## config.mk

```make
export PLATFORM = sky130hd
export DESIGN_NAME = turf_tally_flat
export DESIGN_NICKNAME = d
export VERILOG_FILES = /design/src/rtl/turf_tally_if.sv /design/src/rtl/turf_tally.sv /design/src/flat_wrapper.sv
export SDC_FILE = /design/constraint.sdc
export NUM_CORES = 1
export LEC_CHECK = 0
export ABC_AREA = 1
export CAP_MARGIN = 15
export CORE_ASPECT_RATIO = 0.5
export CORE_MARGIN = 3
export CORE_UTILIZATION = 45
export DETAILED_ROUTE_END_ITERATION = 16
export GPL_ROUTABILITY_DRIVEN = 0
export GPL_TIMING_DRIVEN = 1
export PLACE_DENSITY = 0.66
export SLEW_MARGIN = 10
export SYNTH_ARGS = -nofsm -noshare
export SYNTH_HDL_FRONTEND = slang
export SYNTH_SLANG_ARGS = --single-unit
```

## constraint.sdc

```tcl
create_clock -name clock25 -period 7.9 [get_ports clock25]
set_clock_uncertainty 0.15 [all_clocks]
set_input_delay 1.58 -clock clock25 [delete_from_list [all_inputs] [get_ports clock25]]
set_output_delay 1.58 -clock clock25 [all_outputs]
set_load 0.1 [all_outputs]
```

## src/rtl/turf_tally_if.sv

```systemverilog
// turf_tally_if: bundles the tally request, the playfield RAM read port and
// the published results of the turf_tally scorer.
//
// Signals:
//   start           - single-cycle tally request
//   player_colours  - colour of player i at [i*COLOUR_W +: COLOUR_W]
//   ram_address     - read address to the playfield RAM
//   ram_data        - pixel returned RAM_LATENCY cycles after its address
//   counts          - pixel count of player i at slot i
//   rank_idx        - player indices in rank order, slot 0 is the leader
//   ordered_colours - player colours in rank order, slot 0 is the leader
//   leader_tie      - rank-0 and rank-1 counts are equal
//   busy            - tally in progress
//   done_ordering   - results valid, held until the next start or reset
//
// Modports: master is the game/RAM side, slave is the scorer.
interface turf_tally_if #(
  parameter int NUM_PLAYERS = 4,
  parameter int COLOUR_W    = 3,
  parameter int ADDR_W      = 15,
  parameter int CNT_W       = 15,
  parameter int IDX_W       = 3
);
  logic                            start;
  logic [NUM_PLAYERS*COLOUR_W-1:0] player_colours;
  logic [ADDR_W-1:0]               ram_address;
  logic [COLOUR_W-1:0]             ram_data;
  logic [NUM_PLAYERS*CNT_W-1:0]    counts;
  logic [NUM_PLAYERS*IDX_W-1:0]    rank_idx;
  logic [NUM_PLAYERS*COLOUR_W-1:0] ordered_colours;
  logic                            leader_tie;
  logic                            busy;
  logic                            done_ordering;

  modport master (
    output start, player_colours, ram_data,
    input  ram_address, counts, rank_idx, ordered_colours,
           leader_tie, busy, done_ordering
  );

  modport slave (
    input  start, player_colours, ram_data,
    output ram_address, counts, rank_idx, ordered_colours,
           leader_tie, busy, done_ordering
  );
endinterface

```

## src/rtl/turf_tally.sv

```systemverilog
// turf_tally: end-of-round territory scorer.
// Sweeps the playfield colour RAM once per start, counts the pixels owned by
// each player, ranks the players with a sequential odd-even transposition
// sort and publishes counts, ranked indices and ranked colours.
//
// Ports:
//   clock25 - block clock, rising edge
//   reset   - asynchronous, active-high; returns the block to IDLE
//   bus     - turf_tally_if.slave (start, colours, RAM port, results)
module turf_tally #(
  parameter int                NUM_PLAYERS = 4,
  parameter int                COLOUR_W    = 3,
  parameter int                ADDR_W      = 15,
  parameter logic [ADDR_W-1:0] LAST_ADDR   = 15'h4F7F,
  parameter int                CNT_W       = 15,
  parameter int                RAM_LATENCY = 1,
  parameter int                IDX_W       = 3
) (
  input logic         clock25,
  input logic         reset,
  turf_tally_if.slave bus
);

  typedef enum logic [2:0] {IDLE, SCAN, DRAIN, SORT, DONE} state_t;

  state_t               state;
  logic [ADDR_W-1:0]    addr;
  logic [RAM_LATENCY-1:0] vpipe;
  logic [1:0]           drain_cnt;
  logic [IDX_W-1:0]     sort_cnt;
  logic [CNT_W-1:0]     cnt       [NUM_PLAYERS];
  logic [IDX_W-1:0]     order     [NUM_PLAYERS];
  logic [IDX_W-1:0]     order_nxt [NUM_PLAYERS];
  logic [IDX_W-1:0]     rank_r    [NUM_PLAYERS];
  logic [COLOUR_W-1:0]  ocol_r    [NUM_PLAYERS];
  logic [COLOUR_W-1:0]  pcol      [NUM_PLAYERS];
  logic                 tie_r;
  logic                 busy_r;
  logic                 done_r;
  logic                 hit;
  logic [IDX_W-1:0]     hit_idx;

  // Unpack the player colours and find the lowest-indexed player whose colour
  // matches the returned pixel; scanning downwards lets the lowest index win.
  always_comb begin
    hit     = 1'b0;
    hit_idx = '0;
    for (int i = 0; i < NUM_PLAYERS; i++)
      pcol[i] = bus.player_colours[i*COLOUR_W +: COLOUR_W];
    for (int i = NUM_PLAYERS - 1; i >= 0; i--) begin
      if (bus.player_colours[i*COLOUR_W +: COLOUR_W] == bus.ram_data) begin
        hit     = 1'b1;
        hit_idx = IDX_W'(i);
      end
    end
  end

  // One odd-even transposition pass over the working order. The pass parity
  // follows the sort cycle; pairs are disjoint so they can all swap at once.
  // Only a strictly larger right-hand count swaps, which keeps ties stable.
  always_comb begin
    for (int j = 0; j < NUM_PLAYERS; j++)
      order_nxt[j] = order[j];
    for (int j = 0; j < NUM_PLAYERS - 1; j++) begin
      if ((j % 2) == int'(sort_cnt[0])) begin
        if (cnt[order[j+1]] > cnt[order[j]]) begin
          order_nxt[j]   = order[j+1];
          order_nxt[j+1] = order[j];
        end
      end
    end
  end

  // Main sequencer: scan, drain the RAM pipeline, sort, publish.
  // The valid delay line tags each issued address so that the sample arriving
  // RAM_LATENCY cycles later is counted exactly once.
  always_ff @(posedge clock25 or posedge reset) begin
    if (reset) begin
      state     <= IDLE;
      addr      <= '0;
      vpipe     <= '0;
      drain_cnt <= '0;
      sort_cnt  <= '0;
      tie_r     <= 1'b0;
      busy_r    <= 1'b0;
      done_r    <= 1'b0;
      for (int i = 0; i < NUM_PLAYERS; i++) begin
        cnt[i]    <= '0;
        order[i]  <= IDX_W'(i);
        rank_r[i] <= IDX_W'(i);
        ocol_r[i] <= '0;
      end
    end else begin
      vpipe[0] <= (state == SCAN);
      for (int i = 1; i < RAM_LATENCY; i++)
        vpipe[i] <= vpipe[i-1];

      if (vpipe[RAM_LATENCY-1] && hit && (cnt[hit_idx] != '1))
        cnt[hit_idx] <= cnt[hit_idx] + CNT_W'(1);

      case (state)
        IDLE, DONE: begin
          if (bus.start) begin
            addr     <= '0;
            sort_cnt <= '0;
            busy_r   <= 1'b1;
            done_r   <= 1'b0;
            state    <= SCAN;
            for (int i = 0; i < NUM_PLAYERS; i++) begin
              cnt[i]   <= '0;
              order[i] <= IDX_W'(i);
            end
          end
        end
        SCAN: begin
          if (addr == LAST_ADDR) begin
            drain_cnt <= '0;
            state     <= DRAIN;
          end else begin
            addr <= addr + ADDR_W'(1);
          end
        end
        DRAIN: begin
          if (drain_cnt == 2'(RAM_LATENCY - 1))
            state <= SORT;
          else
            drain_cnt <= drain_cnt + 2'd1;
        end
        SORT: begin
          sort_cnt <= sort_cnt + IDX_W'(1);
          for (int i = 0; i < NUM_PLAYERS; i++)
            order[i] <= order_nxt[i];
          if (sort_cnt == IDX_W'(NUM_PLAYERS - 1)) begin
            for (int i = 0; i < NUM_PLAYERS; i++) begin
              rank_r[i] <= order_nxt[i];
              ocol_r[i] <= pcol[order_nxt[i]];
            end
            tie_r  <= (cnt[order_nxt[0]] == cnt[order_nxt[1]]);
            busy_r <= 1'b0;
            done_r <= 1'b1;
            state  <= DONE;
          end
        end
        default: state <= IDLE;
      endcase
    end
  end

  // Flatten the per-player registers onto the packed result buses.
  always_comb begin
    bus.counts          = '0;
    bus.rank_idx        = '0;
    bus.ordered_colours = '0;
    for (int i = 0; i < NUM_PLAYERS; i++) begin
      bus.counts[i*CNT_W +: CNT_W]                = cnt[i];
      bus.rank_idx[i*IDX_W +: IDX_W]              = rank_r[i];
      bus.ordered_colours[i*COLOUR_W +: COLOUR_W] = ocol_r[i];
    end
  end

  assign bus.ram_address   = addr;
  assign bus.leader_tie    = tie_r;
  assign bus.busy          = busy_r;
  assign bus.done_ordering = done_r;

endmodule

```

## src/flat_wrapper.sv

```systemverilog
// flat-port wrapper written by rule: the top's interface ports become plain ports
module turf_tally_flat 
#(
  parameter int                NUM_PLAYERS = 4,
  parameter int                COLOUR_W    = 3,
  parameter int                ADDR_W      = 15,
  parameter logic [ADDR_W-1:0] LAST_ADDR   = 15'h4F7F,
  parameter int                CNT_W       = 15,
  parameter int                RAM_LATENCY = 1,
  parameter int                IDX_W       = 3
)
  (clock25, reset, bus_start, bus_player_colours, bus_ram_data, bus_ram_address, bus_counts, bus_rank_idx, bus_ordered_colours, bus_leader_tie, bus_busy, bus_done_ordering);
  turf_tally_if #(.NUM_PLAYERS(NUM_PLAYERS), .COLOUR_W(COLOUR_W), .ADDR_W(ADDR_W), .CNT_W(CNT_W), .IDX_W(IDX_W)) bus_i ();
  input logic clock25;
  input logic reset;
  input wire logic [$bits(bus_i.start)-1:0] bus_start;
  input wire logic [$bits(bus_i.player_colours)-1:0] bus_player_colours;
  input wire logic [$bits(bus_i.ram_data)-1:0] bus_ram_data;
  output wire logic [$bits(bus_i.ram_address)-1:0] bus_ram_address;
  output wire logic [$bits(bus_i.counts)-1:0] bus_counts;
  output wire logic [$bits(bus_i.rank_idx)-1:0] bus_rank_idx;
  output wire logic [$bits(bus_i.ordered_colours)-1:0] bus_ordered_colours;
  output wire logic [$bits(bus_i.leader_tie)-1:0] bus_leader_tie;
  output wire logic [$bits(bus_i.busy)-1:0] bus_busy;
  output wire logic [$bits(bus_i.done_ordering)-1:0] bus_done_ordering;
  assign bus_i.start = bus_start;
  assign bus_i.player_colours = bus_player_colours;
  assign bus_i.ram_data = bus_ram_data;
  assign bus_ram_address = bus_i.ram_address;
  assign bus_counts = bus_i.counts;
  assign bus_rank_idx = bus_i.rank_idx;
  assign bus_ordered_colours = bus_i.ordered_colours;
  assign bus_leader_tie = bus_i.leader_tie;
  assign bus_busy = bus_i.busy;
  assign bus_done_ordering = bus_i.done_ordering;
  turf_tally #(.NUM_PLAYERS(NUM_PLAYERS), .COLOUR_W(COLOUR_W), .ADDR_W(ADDR_W), .LAST_ADDR(LAST_ADDR), .CNT_W(CNT_W), .RAM_LATENCY(RAM_LATENCY), .IDX_W(IDX_W)) u_core (.clock25(clock25), .reset(reset), .bus(bus_i));
endmodule
```

==> results of run 1 <==
-- state kept, by name, summed over array words and instances, names as in the netlist --
| name | cells |
|---|---|
| u_core.bus.counts | 60 |
| u_core.bus.ram_address | 15 |
| u_core.bus.ordered_colours | 12 |
| u_core.bus.rank_idx | 12 |
| u_core.order | 12 |
| u_core.sort_cnt | 3 |
| u_core.state | 3 |
| u_core.drain_cnt | 2 |
| u_core.bus.busy | 1 |
| u_core.bus.done_ordering | 1 |
| u_core.bus.leader_tie | 1 |
| u_core.vpipe | 1 |
-- worst min-delay path by stage --
stage,end,slack (ns),depth (start not counted)
final,u_core.bus.rank_idx[7],0.33,2
after global routing,u_core.bus.ordered_colours[6],0.34,2
after CTS,u_core.bus.rank_idx[7],0.33,2
after detailed placement,u_core.bus.ordered_colours[6],0.31,2
after global placement,u_core.bus.rank_idx[7],0.31,2
after floorplan,u_core.sort_cnt[1],0.32,1
-- critical path, cell delays in order (launching register included) --
cell,delay [ns]
dfstp_2,1.12
clkinv_1,0.86
nand2_1,0.22
a32oi_1,0.10
ha_1,0.35
nand2_1,0.09
inv_1,0.04
nand2_1,0.05
nand2_1,0.04
a21oi_1,0.38
nand2_1,0.21
nand2_1,0.29
nand2_1,0.09
nand3_1,0.10
buf_4,0.35
nand2_1,0.55
buf_4,0.43
nand2_1,0.09
nand3_1,0.10
nand3_1,0.15
nand2_1,0.07
nor2_1,0.10
nand2_1,0.05
nor2_1,0.09
nand2_1,0.06
nand2_1,0.05
-- cell families after synthesis --
kind of cell / count (synthesis) / synth area share
AO/OA/AOI/OAI: 352 / 0.1715
XOR/XNOR: 20 / 0.01527
adder cells (fa/ha/maj): 50 / 0.05453
buffers and inverters: 356 / 0.1264
flip-flops: 123 / 0.2691
AND/OR/NAND/NOR: 997 / 0.3631
-- layout make-up --
type	count	area, µm²	share of cell area
Sequential cell	123	3088	0.2304
Clock buffer	19	442.9	0.03304
Inverter	262	988.4	0.07374
Clock inverter	13	190.2	0.01419
Multi-Input combinational cell	1419	6942	0.5178
Timing Repair Buffer	138	1334	0.09950
Tap cell	336	420.4	0.03136
-- routing by layer --
metal / vias to the layer above / global-route usage / wire [µm]
li1: 6223 / - / -
met1: 6041 / 0.4765 / 20440
met2: 733 / 0.4438 / 17570
met3: 116 / 0.08102 / 5217
met4: 0 / 0.1325 / 1689
met5: - / 0 / 0
-- stage by stage --
step	cell area, µm²	setup WS, ns
finish	13410	1.577
floorplan	11470	2.912
CTS	13410	1.893
global route	13410	1.046
global placement	12770	2.094
detailed placement	12770	1.911
-- cell usage after synthesis, types with 2 or more instances --
master    count
nand2_2       7
clkinv_1      5
nand3_1     145
o211ai_1     12
buf_4         3
o21ai_1      13
dfstp_2       8
buf_2        10
inv_2         6
nand3b_1      2
nor4_1        2
nor2_1      196
xor2_1        7
o32ai_1       2
inv_1       251
and3_1        2
buf_6        12
ha_1         50
nand4_1      13
a32oi_1      30
nor2_4        4
nand3_4       4
clkbuf_1     63
o21a_1        4
buf_1         6
xnor2_1      13
nand3_2       4
a22oi_1       2
dfrtp_1     115
nand2_4       2
o22ai_1      19
nand2_1     599
o21ai_0     121
nor3_1        9
nor2_2        4
a21oi_1     143
==> metrics.md, run 1 <==
| Metric | Value |
|---|---|
| Die area | `27570 µm²` |
| Core area | `24520 µm²` |
| Core Util, Final | `0.5466` |
| Hold Vio Cnt, Final | `0` |
| Worst Min Path Start | `u_core.bus.rank_idx[7]` |
| Post-CTS resize count | `0` |
| Pre-antenna DRT Iters | `6` |
| Fill count | `2551` |
| Yosys reg bits | `123` |
| Yosys warns | `0` |
| Non-Filler Instances | `2310` |
| Crit Reg-Reg Startpoint | `u_core.order[6]` |
| Post-DR vias/cell | `5.677` |
| F_max | `0.1582 GHz` |
| Global-route wire length before repair | `68700 µm` |
| Post-Syn Area | `11470 µm²` |
| GRT Total Usage | `0.3233` |
| Die Span X | `231.8 µm` |
| Antenna-violating nets left | `0` |
| Hold slack | `0.3260 ns` |
| Post-synth cell types | `46` |
| Antenna violations before repair | `0` |
| Post-synth ARST share | `1.000` |
| R2r setup slk | `1.58 ns` |
| TritonCTS buffer count | `17` |
| Number of I/O pins | `120` |
| Worst r2r path cells | `25` |
| NumNets Final | `2029` |
| Required @ worst endpoint | `8.15 ns` |
| Clock tree buffer depth | `2` |
| Crit end category | `flop` |
| Die height | `118.9 µm` |
| CTS tree | `yes` |
| Initial core utilization | `0.4679` |
| Row cnt | `40` |
| Slew Viols, Final | `0` |
| RSZ-0062 raised after global routing | `false` |
| Vias in the first global route | `11640` |
| Layout cells sized above 1 | `0.04813` |
| Most common flop cell mapped by yosys | `dfrtp_1` |
| Area leader, netlist | `dfrtp_1` |
| CTS Sinks | `123` |
| CP Launch Type | `flop` |
| DR iter-0 viols | `1876` |
| TNS Setup | `0 ns` |
| Area delta synth->final | `16.84%` |
| Largest net degree at the start of global routing | `71` |
| Sequential area share after synthesis | `0.2691` |
| Routed WL | `44920 µm` |
| Crit path to | `u_core.bus.leader_tie` |
| Placed instance count | `2278` |
| Post-synth EDFFs | `0` |
| Most frequent cells in the layout | `nand2_1, inv_1, nor2_1, nand3_1, a21oi_1` |
| FF-to-FF End | `u_core.bus.leader_tie` |
| Syn Inst Count | `1898` |
| Vias | `13110` |
| Commonest non-fill, non-tap cell in the layout | `nand2_1` |
| WS Path Type | `flop to flop` |
| Critical Path Start | `u_core.order[6]` |
| Top-area cell type share of the netlist area | `0.2508` |
| Area contributors post-synth | `dfrtp_1, nand2_1, inv_1` |
| Root buffer cell | `clkbuf_16` |
| Final worst path period share | `0.8003` |
| Crit-path max FO | `49` |
| Syn_area_per_cell | `6.045 µm²` |
| Final setup violation count | `0` |
| Hold Buf Count CTS | `0` |
| Syn_nets | `1966` |
| MaxCap Viol Count | `0` |
| Status | `complete, no violations` |
| IO Port Bufs | `119` |
| Clock-pin slew on the worst setup and hold paths | `0.07 ns` |
| Clock Latency Late Sink | `0.46 ns` |
| Routed len/inst | `19.44 µm` |
| Min Tclk post-route | `6.323 ns` |
| Max-slew headroom | `0.2508` |
| DR DRC count | `0` |
| Hold/Removal Path Class | `flop to flop` |
| DP Wirelength | `31650 µm` |
| H-tree levels | `4` |
| Critical Path AT | `6.57 ns` |
| Slew @ Worst Pin | `1.123 ns` |
| Grt ovf | `0` |
| Post-CTS Setup Repair Bufs | `0` |
| N_diodes | `0` |
Power of run 1 is left out: the tool's default activity adds up to more than one toggle a clock period on the data nets, which glitch-free logic cannot reach.
==> run 2, diff against run 1 <==
--- a/config.mk
+++ b/config.mk
@@ -13,7 +13,7 @@
 export DETAILED_ROUTE_END_ITERATION = 16
 export GPL_ROUTABILITY_DRIVEN = 0
 export GPL_TIMING_DRIVEN = 1
-export PLACE_DENSITY = 0.66
+export PLACE_DENSITY = 0.68
 export SLEW_MARGIN = 10
 export SYNTH_ARGS = -nofsm -noshare
 export SYNTH_HDL_FRONTEND = slang
==> constraint.sdc (replaced) <==
create_clock -name clock25 -period 5.5 [get_ports clock25]
set_clock_uncertainty 0.15 [all_clocks]
set_input_delay 1.1 -clock clock25 [delete_from_list [all_inputs] [get_ports clock25]]
set_output_delay 1.1 -clock clock25 [all_outputs]
set_load 0.1 [all_outputs]
==> metrics.md, run 2 (synthesized netlist as in run 1, its figures left out) <==
| Metric | Value |
|---|---|
| Status | `complete, no violations` |
| Clock Latency Late Sink | `0.43 ns` |
| Row cnt | `40` |
| Met3 Use GR | `0.08413` |
| Routed len/inst | `18.68 µm` |
| Top cell by count, worst path | `nand2_1` |
| MaxCap Viol Count | `0` |
| Die height | `118.9 µm` |
| Vias in the first global route | `11630` |
| Hold Vio Cnt, Final | `0` |
| WP depth | `25` |
| Met2 usage | `0.4375` |
| F_max | `0.2150 GHz` |
| Grt ovf | `0` |
| Clock-pin slew on the worst setup and hold paths | `0.06 ns` |
| M1 GR Usage | `0.4781` |
| Crit end category | `flop` |
| TritonCTS buffer count | `17` |
| DR DRC count | `0` |
| Slowest CP cell | `inv_1` |
| DP Area | `12890 µm²` |
| Cell area after layout | `13450 µm²` |
| CP top delay family | `simple AND/OR/NAND/NOR gates` |
| Crit-path max FO | `32` |
| Root buffer cell | `clkbuf_16` |
| Hold slack | `0.3338 ns` |
| Routed WL | `43390 µm` |
| Worst r2r path cells | `25` |
| Area delta synth->final | `17.26%` |
| Post-DR vias/cell | `5.622` |
| TNS Setup | `0 ns` |
| Most frequent cells in the layout | `nand2_1, inv_1, nor2_1, nand3_1, a21oi_1` |
| Min Tclk post-route | `4.651 ns` |
| Hold/Removal Path Class | `flop to flop` |
| Final setup violation count | `0` |
| Clock tree buffer depth | `2` |
| Max-slew headroom | `0.2992` |
| IO Port Bufs | `119` |
| Pre-antenna DRT Iters | `6` |
| Post-CTS Setup Repair Bufs | `0` |
| N_diodes | `0` |
| CTS tree | `yes` |
| Post-CTS resize count | `0` |
| H-tree levels | `4` |
| Critical Path AT | `4.87 ns` |
| GRT Total Usage | `0.3153` |
| Final worst path period share | `0.8456` |
| Critical path's largest stage delay | `0.56 ns` |
| WS Path Type | `flop to flop` |
| Vias | `13060` |
| Commonest non-fill, non-tap cell in the layout | `nand2_1` |
| DR iter-0 viols | `1831` |
| Antenna-violating nets left | `0` |
| Layout cells sized above 1 | `0.05284` |
| Slew Viols, Final | `0` |
| Slew @ Worst Pin | `1.050 ns` |
| CTS Sinks | `123` |
| Hold path cells | `2` |
| RSZ-0062 raised after global routing | `false` |
| Buffers and inverters on the worst path | `5` |
| NumNets Final | `2042` |
| Antenna violations before repair | `0` |
| Initial core utilization | `0.4679` |
| Pre-CTS WS | `0.6364 ns` |
| Core area | `24520 µm²` |
| DP Wirelength | `31390 µm` |
| Number of I/O pins | `120` |
| Hold Buf Count CTS | `0` |
| Max reg flops | `60` |
| Worst setup margin | `0.8492 ns` |
| Die area | `27570 µm²` |
| Die Span X | `231.8 µm` |
| Global-route wire length before repair | `68230 µm` |
| Grt peak-use layer | `met1` |
| Required @ worst endpoint | `5.72 ns` |
| Largest net degree at the start of global routing | `98` |
| CP Launch Type | `flop` |
==> run 2: through the flow <==
step,util,instances
after global routing,0.5486,2323
after CTS,0.5486,2323
after global placement,0.5258,2291
final,0.5486,2323
after detailed placement,0.5258,2291
after floorplan,-,1898
==> run 2: layout make-up <==
cell class                      instances  area (µm²)
Clock buffer                           23       467.9
Sequential cell                       123        3088
Clock inverter                          9       91.34
Timing Repair Buffer                  151        1456
Fill cell                            2481       11070
Multi-Input combinational cell       1419        6942
Inverter                              262       988.4
Tap cell                              336       420.4
==> run 2: worst min-delay path: stages, from the launching register on <==
cell and delay, ns:
dfstp_2 0.37, nand2_1 0.06, nand2_1 0.05
==> run 2: path summary, 6_finish.rpt <==
check                                       start                 endpoint  slack, ns
max                               u_core.order[7]    u_core.bus.leader_tie       0.85
min                        u_core.bus.rank_idx[7]   u_core.bus.rank_idx[7]       0.33
max reg2reg                       u_core.order[7]    u_core.bus.leader_tie       0.85
min reg2reg                u_core.bus.rank_idx[7]   u_core.bus.rank_idx[7]       0.33
max in group asynchronous                   reset  u_core.bus.rank_idx[10]       3.13
min in group asynchronous                   reset    u_core.bus.counts[15]       1.11
==> run 2: per-layer routing <==
metal / vias to the layer above / wire length, µm
met2: 792 / 17240
met1: 5935 / 19440
met3: 77 / 5701
met5: - / 0
met4: 0 / 998
li1: 6257 / -
Power of run 2 is left out for the same reason.
